--- config.mk ---
export PLATFORM = sky130hd
export DESIGN_NAME = nanorv32_test_monitor_flat
export DESIGN_NICKNAME = d
export VERILOG_FILES = /design/src/rtl/nanorv32_test_monitor_if.sv /design/src/rtl/nanorv32_test_monitor.sv /design/src/flat_wrapper.sv
export SDC_FILE = /design/constraint.sdc
export NUM_CORES = 1
export LEC_CHECK = 0
export BUFFER_PORTS_ARGS = -buffer_cell sky130_fd_sc_hd__buf_2
export CORE_UTILIZATION = 40
export DETAILED_ROUTE_END_ITERATION = 10
export PLACE_DENSITY = 0.6
export SLEW_MARGIN = 20
export SYNTH_ARGS = -nofsm -noshare
export SYNTH_HDL_FRONTEND = slang
export SYNTH_SLANG_ARGS = --single-unit
--- constraint.sdc ---
create_clock -name clk -period 3.35 [get_ports clk]
set_input_delay 0.67 -clock clk [delete_from_list [all_inputs] [get_ports clk]]
set_output_delay 0.67 -clock clk [all_outputs]
set_load 0.005 [all_outputs]
--- src/rtl/nanorv32_test_monitor_if.sv ---
// rtl/nanorv32_test_monitor_if.sv - core observation bus seen by the end-of-test monitor
interface nanorv32_test_monitor_if #(
  parameter int DATA_WIDTH = 32
);
  logic                  pc_valid;
  logic [DATA_WIDTH-1:0] pc;
  logic [DATA_WIDTH-1:0] a0;
  logic                  illegal_instruction;
  logic                  mbox_wr;
  logic [DATA_WIDTH-1:0] mbox_addr;
  logic [DATA_WIDTH-1:0] mbox_wdata;

  modport master (
    output pc_valid, pc, a0, illegal_instruction, mbox_wr, mbox_addr, mbox_wdata
  );

  modport slave (
    input pc_valid, pc, a0, illegal_instruction, mbox_wr, mbox_addr, mbox_wdata
  );
endinterface

--- src/rtl/nanorv32_test_monitor.sv ---
// rtl/nanorv32_test_monitor.sv - latches the first end-of-test event of a nanorv32 run
module nanorv32_test_monitor #(
  parameter int                    DATA_WIDTH     = 32,
  parameter int                    CNT_W          = 32,
  parameter logic [DATA_WIDTH-1:0] END_PC         = 'h0000_0100,
  parameter logic [DATA_WIDTH-1:0] PASS_VALUE     = 'hCAFF_E000,
  parameter logic [DATA_WIDTH-1:0] FAIL_VALUE     = 'h0DEA_D000,
  parameter logic [DATA_WIDTH-1:0] MAILBOX_ADDR   = 'hFFFF_FFF0,
  parameter int unsigned           TIMEOUT_CYCLES = 1000000
) (
  input  logic                  clk,
  input  logic                  rst_n,
  input  logic                  clr,
  nanorv32_test_monitor_if.slave core,
  output logic                  status_valid,
  output logic                  done_pulse,
  output logic [2:0]            status_code,
  output logic [DATA_WIDTH-1:0] status_value,
  output logic [CNT_W-1:0]      cycle_count,
  output logic [CNT_W-1:0]      retired_count
);

  localparam logic [2:0] CODE_NONE    = 3'd0;
  localparam logic [2:0] CODE_PASS    = 3'd1;
  localparam logic [2:0] CODE_FAIL    = 3'd2;
  localparam logic [2:0] CODE_UNKNOWN = 3'd3;
  localparam logic [2:0] CODE_ILLEGAL = 3'd4;
  localparam logic [2:0] CODE_TIMEOUT = 3'd5;

  localparam logic [CNT_W-1:0] CNT_ONE      = {{(CNT_W-1){1'b0}}, 1'b1};
  // Wraps harmlessly when the timeout is disabled; TIMEOUT_EN gates it.
  localparam logic [CNT_W-1:0] TIMEOUT_LAST = CNT_W'(TIMEOUT_CYCLES - 32'd1);
  localparam logic             TIMEOUT_EN   = (TIMEOUT_CYCLES != 0);

  typedef enum logic {
    ST_RUN  = 1'b0,
    ST_DONE = 1'b1
  } state_t;

  state_t                state_q, state_d;
  logic [2:0]            code_q, code_d;
  logic [DATA_WIDTH-1:0] value_q, value_d;
  logic [CNT_W-1:0]      cycle_q, cycle_d;
  logic [CNT_W-1:0]      retired_q, retired_d;
  logic [DATA_WIDTH-1:0] last_pc_q, last_pc_d;
  logic                  pulse_q, pulse_d;

  logic ev_illegal, ev_endpc, ev_mbox, ev_timeout, ev_any;

  function automatic logic [2:0] classify(input logic [DATA_WIDTH-1:0] v);
    if (v == PASS_VALUE) return CODE_PASS;
    if (v == FAIL_VALUE) return CODE_FAIL;
    return CODE_UNKNOWN;
  endfunction

  assign ev_illegal = core.illegal_instruction;
  assign ev_endpc   = core.pc_valid && (core.pc == END_PC);
  assign ev_mbox    = core.mbox_wr && (core.mbox_addr == MAILBOX_ADDR);
  assign ev_timeout = TIMEOUT_EN && (cycle_q == TIMEOUT_LAST);
  assign ev_any     = ev_illegal || ev_endpc || ev_mbox || ev_timeout;

  always_comb begin
    state_d   = state_q;
    code_d    = code_q;
    value_d   = value_q;
    cycle_d   = cycle_q;
    retired_d = retired_q;
    last_pc_d = last_pc_q;
    pulse_d   = 1'b0;
    if (clr) begin
      state_d   = ST_RUN;
      code_d    = CODE_NONE;
      value_d   = '0;
      cycle_d   = '0;
      retired_d = '0;
      last_pc_d = '0;
    end else if (state_q == ST_RUN) begin
      cycle_d = cycle_q + CNT_ONE;
      if (core.pc_valid) begin
        retired_d = retired_q + CNT_ONE;
        last_pc_d = core.pc;
      end
      // A pc retiring in the timeout cycle itself counts as the last one seen.
      if (ev_illegal) begin
        code_d  = CODE_ILLEGAL;
        value_d = core.pc;
      end else if (ev_endpc) begin
        code_d  = classify(core.a0);
        value_d = core.a0;
      end else if (ev_mbox) begin
        code_d  = classify(core.mbox_wdata);
        value_d = core.mbox_wdata;
      end else if (ev_timeout) begin
        code_d  = CODE_TIMEOUT;
        value_d = last_pc_d;
      end
      if (ev_any) begin
        state_d = ST_DONE;
        pulse_d = 1'b1;
      end
    end
  end

  always_ff @(posedge clk or negedge rst_n) begin
    if (!rst_n) begin
      state_q   <= ST_RUN;
      code_q    <= CODE_NONE;
      value_q   <= '0;
      cycle_q   <= '0;
      retired_q <= '0;
      last_pc_q <= '0;
      pulse_q   <= 1'b0;
    end else begin
      state_q   <= state_d;
      code_q    <= code_d;
      value_q   <= value_d;
      cycle_q   <= cycle_d;
      retired_q <= retired_d;
      last_pc_q <= last_pc_d;
      pulse_q   <= pulse_d;
    end
  end

  assign status_valid  = (state_q == ST_DONE);
  assign done_pulse    = pulse_q;
  assign status_code   = code_q;
  assign status_value  = value_q;
  assign cycle_count   = cycle_q;
  assign retired_count = retired_q;

endmodule

--- src/flat_wrapper.sv ---
// flat-port wrapper written by rule: the top's interface ports become plain ports
module nanorv32_test_monitor_flat 
#(
  parameter int                    DATA_WIDTH     = 32,
  parameter int                    CNT_W          = 32,
  parameter logic [DATA_WIDTH-1:0] END_PC         = 'h0000_0100,
  parameter logic [DATA_WIDTH-1:0] PASS_VALUE     = 'hCAFF_E000,
  parameter logic [DATA_WIDTH-1:0] FAIL_VALUE     = 'h0DEA_D000,
  parameter logic [DATA_WIDTH-1:0] MAILBOX_ADDR   = 'hFFFF_FFF0,
  parameter int unsigned           TIMEOUT_CYCLES = 1000000
)
  (clk, rst_n, clr, status_valid, done_pulse, status_code, status_value, cycle_count, retired_count, core_pc_valid, core_pc, core_a0, core_illegal_instruction, core_mbox_wr, core_mbox_addr, core_mbox_wdata);
  nanorv32_test_monitor_if #(.DATA_WIDTH(DATA_WIDTH)) core_i ();
  input  logic clk;
  input  logic rst_n;
  input  logic clr;
  output logic status_valid;
  output logic done_pulse;
  output logic [2:0] status_code;
  output logic [DATA_WIDTH-1:0] status_value;
  output logic [CNT_W-1:0] cycle_count;
  output logic [CNT_W-1:0] retired_count;
  input wire logic [$bits(core_i.pc_valid)-1:0] core_pc_valid;
  input wire logic [$bits(core_i.pc)-1:0] core_pc;
  input wire logic [$bits(core_i.a0)-1:0] core_a0;
  input wire logic [$bits(core_i.illegal_instruction)-1:0] core_illegal_instruction;
  input wire logic [$bits(core_i.mbox_wr)-1:0] core_mbox_wr;
  input wire logic [$bits(core_i.mbox_addr)-1:0] core_mbox_addr;
  input wire logic [$bits(core_i.mbox_wdata)-1:0] core_mbox_wdata;
  assign core_i.pc_valid = core_pc_valid;
  assign core_i.pc = core_pc;
  assign core_i.a0 = core_a0;
  assign core_i.illegal_instruction = core_illegal_instruction;
  assign core_i.mbox_wr = core_mbox_wr;
  assign core_i.mbox_addr = core_mbox_addr;
  assign core_i.mbox_wdata = core_mbox_wdata;
  nanorv32_test_monitor #(.DATA_WIDTH(DATA_WIDTH), .CNT_W(CNT_W), .END_PC(END_PC), .PASS_VALUE(PASS_VALUE), .FAIL_VALUE(FAIL_VALUE), .MAILBOX_ADDR(MAILBOX_ADDR), .TIMEOUT_CYCLES(TIMEOUT_CYCLES)) u_core (.clk(clk), .rst_n(rst_n), .clr(clr), .core(core_i), .status_valid(status_valid), .done_pulse(done_pulse), .status_code(status_code), .status_value(status_value), .cycle_count(cycle_count), .retired_count(retired_count));
endmodule
==> metrics.txt, run 1 <==
Max Used Layer=met4; CP startpoint=core_mbox_addr[3]; Final setup viols=0; Mapped Area=7926 sq um; Cell variety after synth=48; Worst path slowest cell=or4b_1; port bufs=234; period utilisation layout=80.43%; maximum vdd drop=0.0003631 V; outcome=finished, final reports clean; sequence of cells on the critical path=buf_2 -> or4b_1 -> nor4_1 -> buf_4 -> and3b_2 -> buf_4 -> nand3_1 -> a21oi_1 -> a32o_1; GRT Total Usage=26.98%; crit path kind=in -> reg; Seq/Total Area, Yosys=41.99%; vias in the first global route=7614; Routed Wire Length=27170 um; clock sink total=133; Max clock buf depth=2; Post-synth ARST share=100.0%; initial core utilization=40.73%; CTS Root Cell=clkbuf_16; Setup TNS=0 ns; Max stage delay on crit path=0.51 ns; DRT antenna net count=0; Synthesis Warnings=0; area of the core=19460 sq um; largest net degree at the start of global routing=63; CP startpoint kind=primary input; IO Pins=235; H-tree depth=4; DP HPWL=18560 um; Post-Syn Area per Cell=8.588 sq um; n_diodes=0; TritonCTS clock tree=yes; wire length on met1=11800 um; Residual DRC=0; area of the multi-input gates=4252 sq um; vias per inst=5.813; pwr dens=414.6 nW/um^2; CTS clk-pin slew, worst paths=0.06 ns; FF/Latch Area=3328 sq um; reg-to-reg endpoint=u_core.status_value[18]; die width=142.8 um; share of cells above drive strength 1=26.59%; clk_lat worst skew=0.42 ns; Worst Tran Pin Value=0.7153 ns; Final Max Slew Viols=0; via total after detailed routing=8231; Fill cells=1842; nets@finish=1275; crit-path max FO=26; Hold Crit Class=in -> async; Placement Rows=51; Initial DRC Count=657; met3 WL=2246 um; post-cts sizing count=0; met2 wire len=12460 um; CTS buffer count=17; final core occ=51.60%; GRT overflow=0; fmax=371.1 MHz; Top FF cell, synth=dfrtp_1; Worst R2R Path Depth=8; Die ar.=20380 sq um; Rel. slew slack=52.31%; RSZ-0062 raised after global routing=no; Worst setup endpoint=u_core.status_value[18]; P&R area growth vs syn=26.71%; WP data arrival=3.05 ns; drt first pass iters=5; Synthesized Nets=1059; Final GP Congestion=0.8738; RR Startpoint=u_core.cycle_count[17]; Post-synth EDFFs=0; Setup Buffers After CTS=0; P_leak=4.481 nW; most used cell, CP=buf_4; Syn Inst Count=923; antenna violations before repair=0; clock skew=0.008958 ns; reg2reg setup slack=0.92 ns; PnR Total Power=0.004164 W; Final Hold Viols=0; Die Y=142.8 um; Synth Register Bits=133; CP Capture Type=register; Post-CTS Hold Buffers=0; drt wl/cell=19.18 um; max-cap viol count=0; Data required, critical path=3.71 ns; first-pass GRT wire length=42190 um; minimum clock period=2.694 ns
registers in the layout, indices dropped and copies added, names as in the netlist:
name / flops
u_core.retired_count: 32
u_core.status_value: 32
u_core.status_code: 3
u_core.cycle_count: 32
u_core.done_pulse: 1
u_core.status_valid: 1
u_core.last_pc_q: 32
how the worst min path moves through the flow:
stage / end / from / slack [ns]
final: u_core.last_pc_q[19] / rst_n / 0.19
after global routing: u_core.last_pc_q[19] / rst_n / 0.21
after CTS: u_core.last_pc_q[19] / rst_n / 0.20
after detailed placement: u_core.status_value[6] / u_core.status_value[6] / 0.48
after global placement: u_core.status_value[4] / u_core.status_value[4] / 0.47
after floorplan: u_core.cycle_count[0] / rst_n / 0.37
placed cells by master, fill, tap and decap left out, drive strengths merged, types with 3 or more instances in the layout:
master and count:
buf 265, dfrtp 133, a21oi 92, nand2 92, nor2 81, nand3 57, nor3 50, xor2 39
o31ai 34, o21ai 32, nand4 31, nand2b 30, a32o 30, a211oi 28, nor4 23, xnor2 20
clkbuf 20, inv 12, nor4b 9, and4 7, nand3b 6, nor2b 6, and3 5, or3 5
and4b 4, o41ai 4, clkinv 4, a31oi 3, o211ai 3, bufinv 3, clkinvlp 3
routing by layer:
layer  global-route usage, %  up-vias
li1                        -     3829
met1                   35.67     3952
met2                   42.96      398
met3                   6.405       52
met4                   9.677        0
met5                       0        -
worst max-delay path: cells and delay by family:
kind | cells | cell delay, ns
AND/OR/NAND/NOR | 4 | 1.35
AO/OA/AOI/OAI | 2 | 0.38
buffers and inverters | 3 | 0.62
cells in the mapped netlist, types with 2 or more instances:
cell	n	area [sq um]
and4_1	7	61.31
nand2_1	92	345.3
o41ai_2	2	32.53
buf_6	7	78.83
nor4b_1	9	78.83
or4b_1	2	20.02
o21ai_1	11	55.05
clkbuf_1	45	168.9
inv_1	11	41.29
nor2_1	81	304.0
nor4_1	23	143.9
nand3_1	57	285.3
a31oi_1	3	18.77
nor3b_1	2	15.01
a21oi_1	92	460.4
o211ai_1	3	22.52
a22oi_1	2	15.01
nand4_1	31	193.9
o31ai_1	33	247.7
a32o_1	30	300.3
dfrtp_1	133	3328
nor2b_1	6	37.54
o41ai_1	2	17.52
nand2b_1	30	187.7
nor4bb_1	2	20.02
and3_1	5	31.28
a211oi_1	28	210.2
o21bai_1	2	15.01
xor2_1	39	341.6
nand3b_1	6	45.04
nor3_1	49	245.2
o31a_1	2	17.52
xnor2_1	20	175.2
and4b_1	4	40.04
ha_1	2	25.02
or3_1	4	25.02
buf_2	15	75.07
o21ai_0	21	105.1
power by group:
group	total (W)	switching [W]	internal [W]
Sequential	0.00170	0.0000360	0.00166
Clock	0.00197	0.000738	0.00123
Combinational	0.000502	0.000306	0.000196
cells by family (layout without fill, tap and decap cells):
logic type               count (synthesis)  in the layout  share of synthesized area (%)
buffers and inverters                   79            307                          4.641
flip-flops                             133            133                          41.99
adder cells (fa/ha/maj)                  2              2                         0.3157
XOR/XNOR                                59             59                          6.519
AND/OR/NAND/NOR                        416            416                          26.98
AO/OA/AOI/OAI                          233            233                          19.43
multiplexers                             1              1                         0.1263
final cells by class:
class | count | area share, %
flip-flops and latches | 133 | 33.14
clock buffers | 20 | 4.647
inverters | 11 | 0.4111
multi-input cells | 711 | 42.33
repair buffers | 265 | 14.69
clock inverters | 11 | 1.482
well taps | 265 | 3.301
stage by stage:
stage | instance area [sq um] | instances | setup slack, ns | hold slack, ns
floorplan | 7926 | 923 | 0.6792 | 0.3744
global placement | 9428 | 1385 | 0.2011 | 0.4738
detailed placement | 9428 | 1385 | 0.1918 | 0.4815
CTS | 10040 | 1416 | 0.6309 | 0.1999
global route | 10040 | 1416 | 0.5380 | 0.2105
finish | 10040 | 1416 | 0.6556 | 0.1920
No activity file was read; power rests on OpenSTA's default activity.
==> run 2: changes to the inputs <==
--- a/config.mk
+++ b/config.mk
@@ -5,10 +5,11 @@
 export SDC_FILE = /design/constraint.sdc
 export NUM_CORES = 1
 export LEC_CHECK = 0
+export ABC_AREA = 1
 export BUFFER_PORTS_ARGS = -buffer_cell sky130_fd_sc_hd__buf_2
 export CORE_UTILIZATION = 40
 export DETAILED_ROUTE_END_ITERATION = 10
-export PLACE_DENSITY = 0.6
+export PLACE_DENSITY = 0.62
 export SLEW_MARGIN = 20
 export SYNTH_ARGS = -nofsm -noshare
 export SYNTH_HDL_FRONTEND = slang
==> constraint.sdc (replaced) <==
create_clock -name clk -period 2.3 [get_ports clk]
set_input_delay 0.46 -clock clk [delete_from_list [all_inputs] [get_ports clk]]
set_output_delay 0.46 -clock clk [all_outputs]
set_load 0.005 [all_outputs]
==> run 2 against run 1 <==
Against the previous run: critical path depth is 1 higher; non-clock buffer count is 2 lower; first-iteration DRC count is 3.7% lower; critical path type is now reg -> reg.
==> metrics.txt, run 2 <==
outcome=finished, final reports clean (unchanged); Post-synth ARST share=100.0% (unchanged); Die Y=148.9 um (was 142.8 um); Post-synth EDFFs=0 (unchanged); Hold Crit Class=in -> reg (was in -> async); vias per inst=5.311 (was 5.813); Routed Wire Length=29390 um (was 27170 um); Final setup viols=0 (unchanged); count leader, synth=nand2_1 (was dfrtp_1); Seq/Total Area, Yosys=38.56% (was 41.99%); GRT Total Usage=26.85% (was 26.98%); Worst path slowest cell=dfrtp_1 (was or4b_1); vias in the first global route=8971 (was 7614); Syn Inst Count=1302 (was 923); PnR Total Power=0.006362 W (was 0.004164 W); via total after detailed routing=9672 (was 8231); Int Pwr=0.004593 W (was 0.003084 W); met1 Use GR=36.40% (was 35.67%); Setup TNS=0 ns (unchanged); share of Yosys cell area claimed by the top area cell type=38.56% (was 41.99%); Final Max Slew Viols=0 (unchanged); post-cts sizing count=0 (unchanged); Synth Register Bits=133 (unchanged); Setup Buffers After CTS=0 (unchanged); CTS Root Cell=clkbuf_16 (unchanged); crit-path max FO=5 (was 26); Mapped Area=8632 sq um (was 7926 sq um); Rel. slew slack=68.57% (was 52.31%); top post-synthesis cells by count=388 x nand2_1, 140 x inv_1, 139 x nor2_1 (was 133 x dfrtp_1, 92 x a21oi_1, 92 x nand2_1); Placement Rows=53 (was 51); most frequent cells in the layout=388 x nand2_1, 233 x buf_2, 140 x inv_1 (was 232 x buf_2, 133 x dfrtp_1, 92 x a21oi_1, 92 x nand2_1, 81 x nor2_1); setup ws final=0.2554 ns (was 0.6556 ns); reg2reg setup slack=0.26 ns (was 0.92 ns); Post-Syn Area per Cell=6.630 sq um (was 8.588 sq um); Post-Place Setup Slack=0.2449 ns (was 0.1918 ns); Post-CTS Hold Buffers=1 (was 0); top cells by area, synth=dfrtp_1 39%, nand2_1 17%, inv_1 6.1%, nor2_1 6.0%, o21ai_0 5.6% (was dfrtp_1 42%, a21oi_1 5.8%, nand2_1 4.4%, xor2_1 4.3%, nor2_1 3.8%); Max clock buf depth=2 (unchanged); RSZ-0062 raised after global routing=no (unchanged); Synthesis Warnings=0 (unchanged); Data required, critical path=2.60 ns (was 3.71 ns); most used cell, CP=nand2_1 (was buf_4); maximum vdd drop=0.0005330 V (was 0.0003631 V); Top FF cell, synth=dfrtp_1 (unchanged); n_diodes=0 (unchanged); die width=148.9 um (was 142.8 um); TritonCTS clock tree=yes (unchanged); port bufs=234 (unchanged); antenna violations before repair=0 (unchanged); sequence of cells on the critical path=ha_1 -> nand2_1 -> nor2_1 -> nand2_1 -> nor2_2 -> nand2_2 -> nor2_4 -> nand3_4 -> o21ai_0 -> a21boi_1 (was buf_2 -> or4b_1 -> nor4_1 -> buf_4 -> and3b_2 -> buf_4 -> nand3_1 -> a21oi_1 -> a32o_1); DP HPWL=22150 um (was 18560 um); Initial DRC Count=633 (was 657); CTS clk-pin slew, worst paths=0.06 ns (about the same); Final Hold Viols=0 (unchanged); GRT overflow=0 (unchanged); CP startpoint kind=register (was primary input); Synthesized Nets=1438 (was 1059); switching share of total power=27.80% (was 25.94%); H-tree depth=4 (unchanged); routing usage on met3=4.281% (was 6.405%); Cell Area, Placed=10190 sq um (was 9428 sq um); Worst Tran Pin Value=0.4714 ns (was 0.7153 ns); largest net degree at the start of global routing=47 (was 63); WP data arrival=2.35 ns (was 3.05 ns); fmax=489.1 MHz; initial core utilization=40.93% (was 40.73%); layer with the highest usage=met2 (unchanged); nets@finish=1669 (was 1275); clock sink total=133 (unchanged); clock skew=0.01042 ns (was 0.008958 ns); Max stage delay on crit path=0.43 ns (was 0.51 ns); post-route cell area=10830 sq um (was 10040 sq um); Comb pwr share=13.5% (was 12.1%); max-cap viol count=0 (unchanged); Final GP Congestion=0.9044 (was 0.8738); P_leak=5.519 nW (was 4.481 nW); area of the core=21090 sq um (was 19460 sq um); Fill cells=2153 (was 1842); met2 usage=43.05% (was 42.96%); Yosys top cell by area=dfrtp_1 (unchanged); period utilisation layout=88.89%; P&R area growth vs syn=25.44% (was 26.71%); clk_lat worst skew=0.42 ns (about the same); Worst R2R Path Depth=10 (was 8); DRT antenna net count=0 (unchanged); CP Capture Type=register (unchanged); CTS buffer count=17 (unchanged); first-pass GRT wire length=46550 um (was 42190 um); switching power=0.001769 W (was 0.001080 W); IO Pins=235 (unchanged); drt wl/cell=16.14 um (was 19.18 um); commonest non-fill, non-tap cell in the layout=nand2_1 (was buf_2); Flop pwr share=39.8% (was 40.7%); Residual DRC=0 (unchanged); Die ar.=22170 sq um (was 20380 sq um); minimum clock period=2.045 ns; crit path kind=reg -> reg (was in -> reg); Hold Path Depth=2; clock network power share=46.7% (was 47.2%); share of cells above drive strength 1=21.54% (was 26.59%); drt first pass iters=6 (was 5); Cell variety after synth=42 (was 48); pwr dens=587.5 nW/um^2 (was 414.6 nW/um^2)
[run 2: changes by cell type in the layout (fill, tap and decap cells not counted), moves of 24 or more]
cell,change
xor2_1,-38
a21oi_1,-26
nand2b_1,-30
nor2_1,+57
o31ai_1,-31
a211oi_1,-24
a32o_1,-30
o21ai_0,+76
inv_1,+129
nand4_1,+37
nand2_1,+296
[run 2: power groups by stage]
stage                     combinational (W)  clock, W  sequential (W)
after floorplan                    0.000410         0         0.00256
after global placement             0.000849         0         0.00257
after detailed placement           0.000857         0         0.00257
after CTS                          0.000861   0.00300         0.00253
after global routing               0.000970   0.00311         0.00255
final                              0.000861   0.00297         0.00253
[run 2: per-stage QoR]
stage,utilization (%),hold slack [ns],cells
CTS,51.35,0.3019,1821
detailed placement,48.31,0.4370,1788
floorplan,-,0.1644,1302
global placement,48.31,0.4303,1788
global route,51.35,0.3191,1821
finish,51.35,0.3153,1821
[run 2: metal layers]
| metal | vias to the layer above | share of wire, % |
|---|---|---|
| li1 | 4740 | - |
| met4 | 0 | 2.6 |
| met5 | - | 0 |
| met2 | 383 | 47 |
| met1 | 4494 | 44 |
| met3 | 55 | 6.5 |
[run 2: cell type report]
| type | count | area, sq um | area share, % |
|---|---|---|---|
| inverters | 146 | 548.0 | 5.061 |
| clock buffers | 17 | 425.4 | 3.929 |
| multi-input cells | 972 | 4531 | 41.84 |
| clock inverters | 15 | 203.9 | 1.884 |
| well taps | 275 | 344.1 | 3.178 |
| repair buffers | 263 | 1448 | 13.37 |
| flip-flops and latches | 133 | 3328 | 30.74 |
[run 2: path summary, 6_finish.rpt]
| kind | from | to |
|---|---|---|
| setup / recovery | u_core.cycle_count[0] | u_core.cycle_count[18] |
| hold / removal | clr | u_core.status_valid |
| setup reg to reg | u_core.cycle_count[0] | u_core.cycle_count[18] |
| hold reg to reg | u_core.last_pc_q[0] | u_core.last_pc_q[0] |
| max in group asynchronous | rst_n | u_core.status_value[5] |
| min in group asynchronous | rst_n | u_core.retired_count[25] |
[run 2: kinds of logic (layout without fill, tap and decap cells)]
group | count (synthesis) | count (layout) | synth area share (%)
AO/OA/AOI/OAI | 215 | 215 | 13.09
buffers and inverters | 197 | 441 | 8.987
flip-flops | 133 | 133 | 38.56
XOR/XNOR | 1 | 1 | 0.1015
AND/OR/NAND/NOR | 754 | 754 | 38.98
adder cells (fa/ha/maj) | 2 | 2 | 0.2899
[run 2: critical path: cells and delay by family (launching register included)]
| kind | cells | cell delay, ns |
|---|---|---|
| compound gates | 2 | 0.34 |
| fa+ha+maj | 1 | 0.21 |
| flops | 1 | 0.43 |
| simple gates | 7 | 0.94 |
